### config.mk
export PLATFORM = sky130hd
export DESIGN_NAME = ulight_fifo_txclk_div
export DESIGN_NICKNAME = d
export VERILOG_FILES = /design/src/rtl/ulight_fifo_txclk_div.sv
export SDC_FILE = /design/constraint.sdc
export NUM_CORES = 1
export LEC_CHECK = 0
export CORE_MARGIN = 1.5
export CORE_UTILIZATION = 63
export DETAILED_ROUTE_END_ITERATION = 10
export DONT_BUFFER_PORTS = 1
export HOLD_SLACK_MARGIN = 0.02
export PLACE_DENSITY = 0.79
export SYNTH_ARGS = -nofsm -noshare
export SYNTH_HDL_FRONTEND = slang
export SYNTH_SLANG_ARGS = --single-unit
### constraint.sdc
create_clock -name clk -period 7.5 [get_ports clk]
set_input_delay 0.75 -clock clk [delete_from_list [all_inputs] [get_ports clk]]
set_output_delay 0.75 -clock clk [all_outputs]
set_load 0.005 [all_outputs]
### src/rtl/ulight_fifo_txclk_div.sv
// Power-of-two rate divider producing a one-cycle tick for the SpaceWire transmitter.
// Optional select debounce is compiled in with `define ULIGHT_TXCLK_DIV_DEBOUNCE_EN.
module ulight_fifo_txclk_div #(
  parameter logic [2:0] RESET_SEL = 3'd0
) (
  input  logic       clk,
  input  logic       reset_n,
  input  logic [2:0] sel_in,
  input  logic       enable,
  output logic       tick,
  output logic [2:0] sel_active,
  output logic       pending
);

  logic [6:0] cnt_q, cnt_d;
  logic       tick_q, tick_d;
  logic [2:0] sel_active_q, sel_active_d;
  logic [2:0] sel_acc;
  logic [6:0] terminal;
  logic [7:0] ratio;
  logic       wrap;

`ifdef ULIGHT_TXCLK_DIV_DEBOUNCE_EN
  logic [2:0] sel_q;
  logic [1:0] stab_q, stab_d;
  logic [2:0] sel_acc_q, sel_acc_d;

  // sel_acc follows sel_in once the same value has been sampled on 4 consecutive edges.
  always_comb begin
    stab_d    = stab_q;
    sel_acc_d = sel_acc_q;
    if (sel_in != sel_q) begin
      stab_d = 2'd0;
    end else begin
      if (stab_q != 2'd3) stab_d = stab_q + 2'd1;
      if (stab_q == 2'd2) sel_acc_d = sel_in;
    end
  end

  always_ff @(posedge clk or negedge reset_n) begin
    if (!reset_n) begin
      sel_q     <= RESET_SEL;
      stab_q    <= 2'd3;
      sel_acc_q <= RESET_SEL;
    end else begin
      sel_q     <= sel_in;
      stab_q    <= stab_d;
      sel_acc_q <= sel_acc_d;
    end
  end

  assign sel_acc = sel_acc_q;
`else
  assign sel_acc = sel_in;
`endif

  assign ratio    = 8'd1 << sel_active_q;
  assign terminal = 7'(ratio - 8'd1);
  assign wrap     = enable && (cnt_q == terminal);

  always_comb begin
    cnt_d        = cnt_q;
    tick_d       = 1'b0;
    sel_active_d = sel_active_q;
    if (enable) begin
      if (wrap) begin
        cnt_d        = 7'd0;
        tick_d       = 1'b1;
        sel_active_d = sel_acc;
      end else begin
        cnt_d = cnt_q + 7'd1;
      end
    end else if (sel_acc != sel_active_q) begin
      // Frozen divider: no period in flight to protect, so switch immediately.
      cnt_d        = 7'd0;
      sel_active_d = sel_acc;
    end
  end

  always_ff @(posedge clk or negedge reset_n) begin
    if (!reset_n) begin
      cnt_q        <= 7'd0;
      tick_q       <= 1'b0;
      sel_active_q <= RESET_SEL;
    end else begin
      cnt_q        <= cnt_d;
      tick_q       <= tick_d;
      sel_active_q <= sel_active_d;
    end
  end

  assign tick       = tick_q;
  assign sel_active = sel_active_q;
  assign pending    = (sel_acc != sel_active_q);

endmodule

==> results.json <==
{
  "hold_buffers": 0,
  "crit_fanout": 15,
  "hpwlAfterDp_mm": 1.25,
  "hold_viol": 0,
  "wl_per_cell_um": 16.0,
  "grt_pass1_wl_mm": 2.64,
  "finalCritPeriodShare_pct": 36.8,
  "clk_path_buf_depth": 2,
  "drive_gt1_share_pct": 13.7,
  "gp_congestion": 0.814,
  "io_buffers": 0,
  "hold_slack_ps": 154,
  "start_util_pct": 68.6,
  "yosysWarnings": 0,
  "cts.sinks": 11,
  "num_io_pins": 11,
  "clock_latency_ps": 280,
  "grt_pass1_vias": 640,
  "fin_worst_skew_ps": 6.63,
  "crit_path_end_kind": "flop",
  "clock.fmax_mhz": 363,
  "rows": 13,
  "setup_viol_count_final": 0,
  "required_ps": 7690,
  "cts-root-buf": "clkbuf_4",
  "async_flop_share_pct": 100,
  "maxSlewViolCount": 0,
  "worstSetupPathType": "reg2reg",
  "firstDrtPassIters": 4,
  "tightest_slew_ps": 881,
  "syn_inst": 98,
  "htree_levels": 1,
  "syn_area_um2": 903,
  "synth-main-ff-cell": "dfrtp_1",
  "reg2reg_slack_ps": 4740,
  "area_growth_syn_to_layout_pct": 0.416,
  "cts_setup_buffers": 0,
  "dieArea_um2": 1670,
  "worstSetupStartpointType": "flop",
  "initialDrtViolationCount": 17,
  "syn_area_per_cell_um2": 9.22,
  "final_area_um2": 907,
  "timing.setup.tns_ps": 0,
  "synth_edf_count": 0,
  "hold_path_class": "in2async",
  "fp.dieW_um": 40.9,
  "power.total_uw": 205,
  "drc": 0,
  "antenna_found_initial": 0,
  "maxCapViolCount": 0,
  "placedInstanceArea_um2": 881,
  "via_per_inst": 6.61,
  "synth_seq_cells": 11,
  "synth.net_count": 106,
  "die-height_um": 40.9,
  "final_nets": 104,
  "p_leak_uw": 0.000347,
  "maxSlewHeadroom_pct": 41.0,
  "track_usage_pct": 24.8,
  "ys_types": 44,
  "antennaDiodeCount": 0,
  "outcome": "finished, final reports clean",
  "clk_pin_slew_ps": 80,
  "cts_made_buffers": 3,
  "min_period_ps": 2760,
  "peakVddDrop_mv": 0.161,
  "synth_seq_area_share_pct": 30.5,
  "core_area_um2": 1320,
  "wirelength_mm": 1.76,
  "ant_nets": 0,
  "grt_max_degree": 16,
  "cts.repair.resized": 0,
  "cts_tree": "built",
  "power_density_nw_per_um2": 226,
  "vias": 727,
  "grt_overflow": 0,
  "cp.arrival_ps": 2940,
  "rsz0062_at_grt": "no"
}
## power breakdown
part	switching (µW)	leakage, µW	internal (µW)	total [µW]
clock	22.5	0.0000150	20.7	43.2
combinational	39.3	0.000187	37.9	77.2
sequential	18.5	0.000146	65.8	84.3
total	80.3	0.000347	124	205
## worst max-delay path, cell delays in order, from the launching register on
cell	delay (ps)
dfrtp_1	560
or3_1	430
ha_1	300
nor2b_1	180
mux2_2	310
a221oi_4	460
o21ai_4	160
o311ai_2	270
## cell usage after synthesis (2+ instances only)
cell type	instances	area, µm²
nand3_1	3	15.0
xnor2_1	7	61.3
o21ai_1	2	10.0
nand2_1	12	45.0
nor2_1	4	15.0
buf_2	3	15.0
clkbuf_1	2	7.51
o21ai_0	3	15.0
nor2b_1	6	37.5
inv_1	3	11.3
ha_1	2	25.0
dfrtp_1	11	275
o2bb2ai_1	3	26.3
and2_1	3	18.8
o221ai_1	3	26.3
nor3b_1	2	15.0
and3_1	2	12.5
## cell type report
class | count | area [µm²]
Clock buffer | 4 | 26.3
Multi-Input combinational cell | 77 | 576
Fill cell | 109 | 410
Sequential cell | 11 | 275
Inverter | 3 | 11.3
Tap cell | 15 | 18.8
## cell usage in the layout (no fill, tap or decap), types with 2 or more instances in the layout
| cell type | n |
|---|---|
| o221ai_1 | 3 |
| inv_1 | 3 |
| o21ai_0 | 3 |
| clkbuf_4 | 3 |
| xnor2_1 | 7 |
| nand3_1 | 3 |
| o21ai_1 | 2 |
| nor2b_1 | 6 |
| ha_1 | 2 |
| and3_1 | 2 |
| nor3b_1 | 2 |
| dfrtp_1 | 11 |
| o2bb2ai_1 | 3 |
| nand2_1 | 12 |
| nor2_1 | 4 |
| and2_1 | 3 |
## state kept, by name, summed over array words and instances (netlist names)
register	cells
tick	1
cnt_q	7
sel_active	3
## metrics by stage
step	setup slack [ps]	cells	util, %
2_1_floorplan	4890	98	-
3_3_place_gp	4840	106	66.9
3_5_place_dp	4770	106	66.9
4_1_cts	4750	110	68.9
5_1_grt	4580	110	68.9
6_report	4740	110	68.9
## logic make-up after synthesis
family,Yosys count,share of synthesized area [%]
buf+inv,10,5.82
simple gates,42,28.1
mux,1,1.25
fa+ha+maj,2,2.77
xor+xnor,8,7.76
flops,11,30.5
compound gates,24,23.8
## routing by layer
layer	GRT usage (%)	up-vias	part of all wire (%)
li1	-	349	-
met1	30.5	351	46
met2	39.8	22	48
met3	3.80	5	4.4
met4	15.8	0	1.8
met5	0	-	0
## final timing paths
kind                            depth (start not counted)       end     startpoint
worst max register to register                          7  cnt_q[5]  sel_active[2]
worst max-delay path                                    7  cnt_q[5]  sel_active[2]
max in group asynchronous                               0  cnt_q[2]        reset_n
worst min-delay path                                    0  cnt_q[1]        reset_n
min in group clk                                        1  cnt_q[0]       cnt_q[0]
worst min register to register                          1  cnt_q[0]       cnt_q[0]
Power figures use the tool's default switching activity.
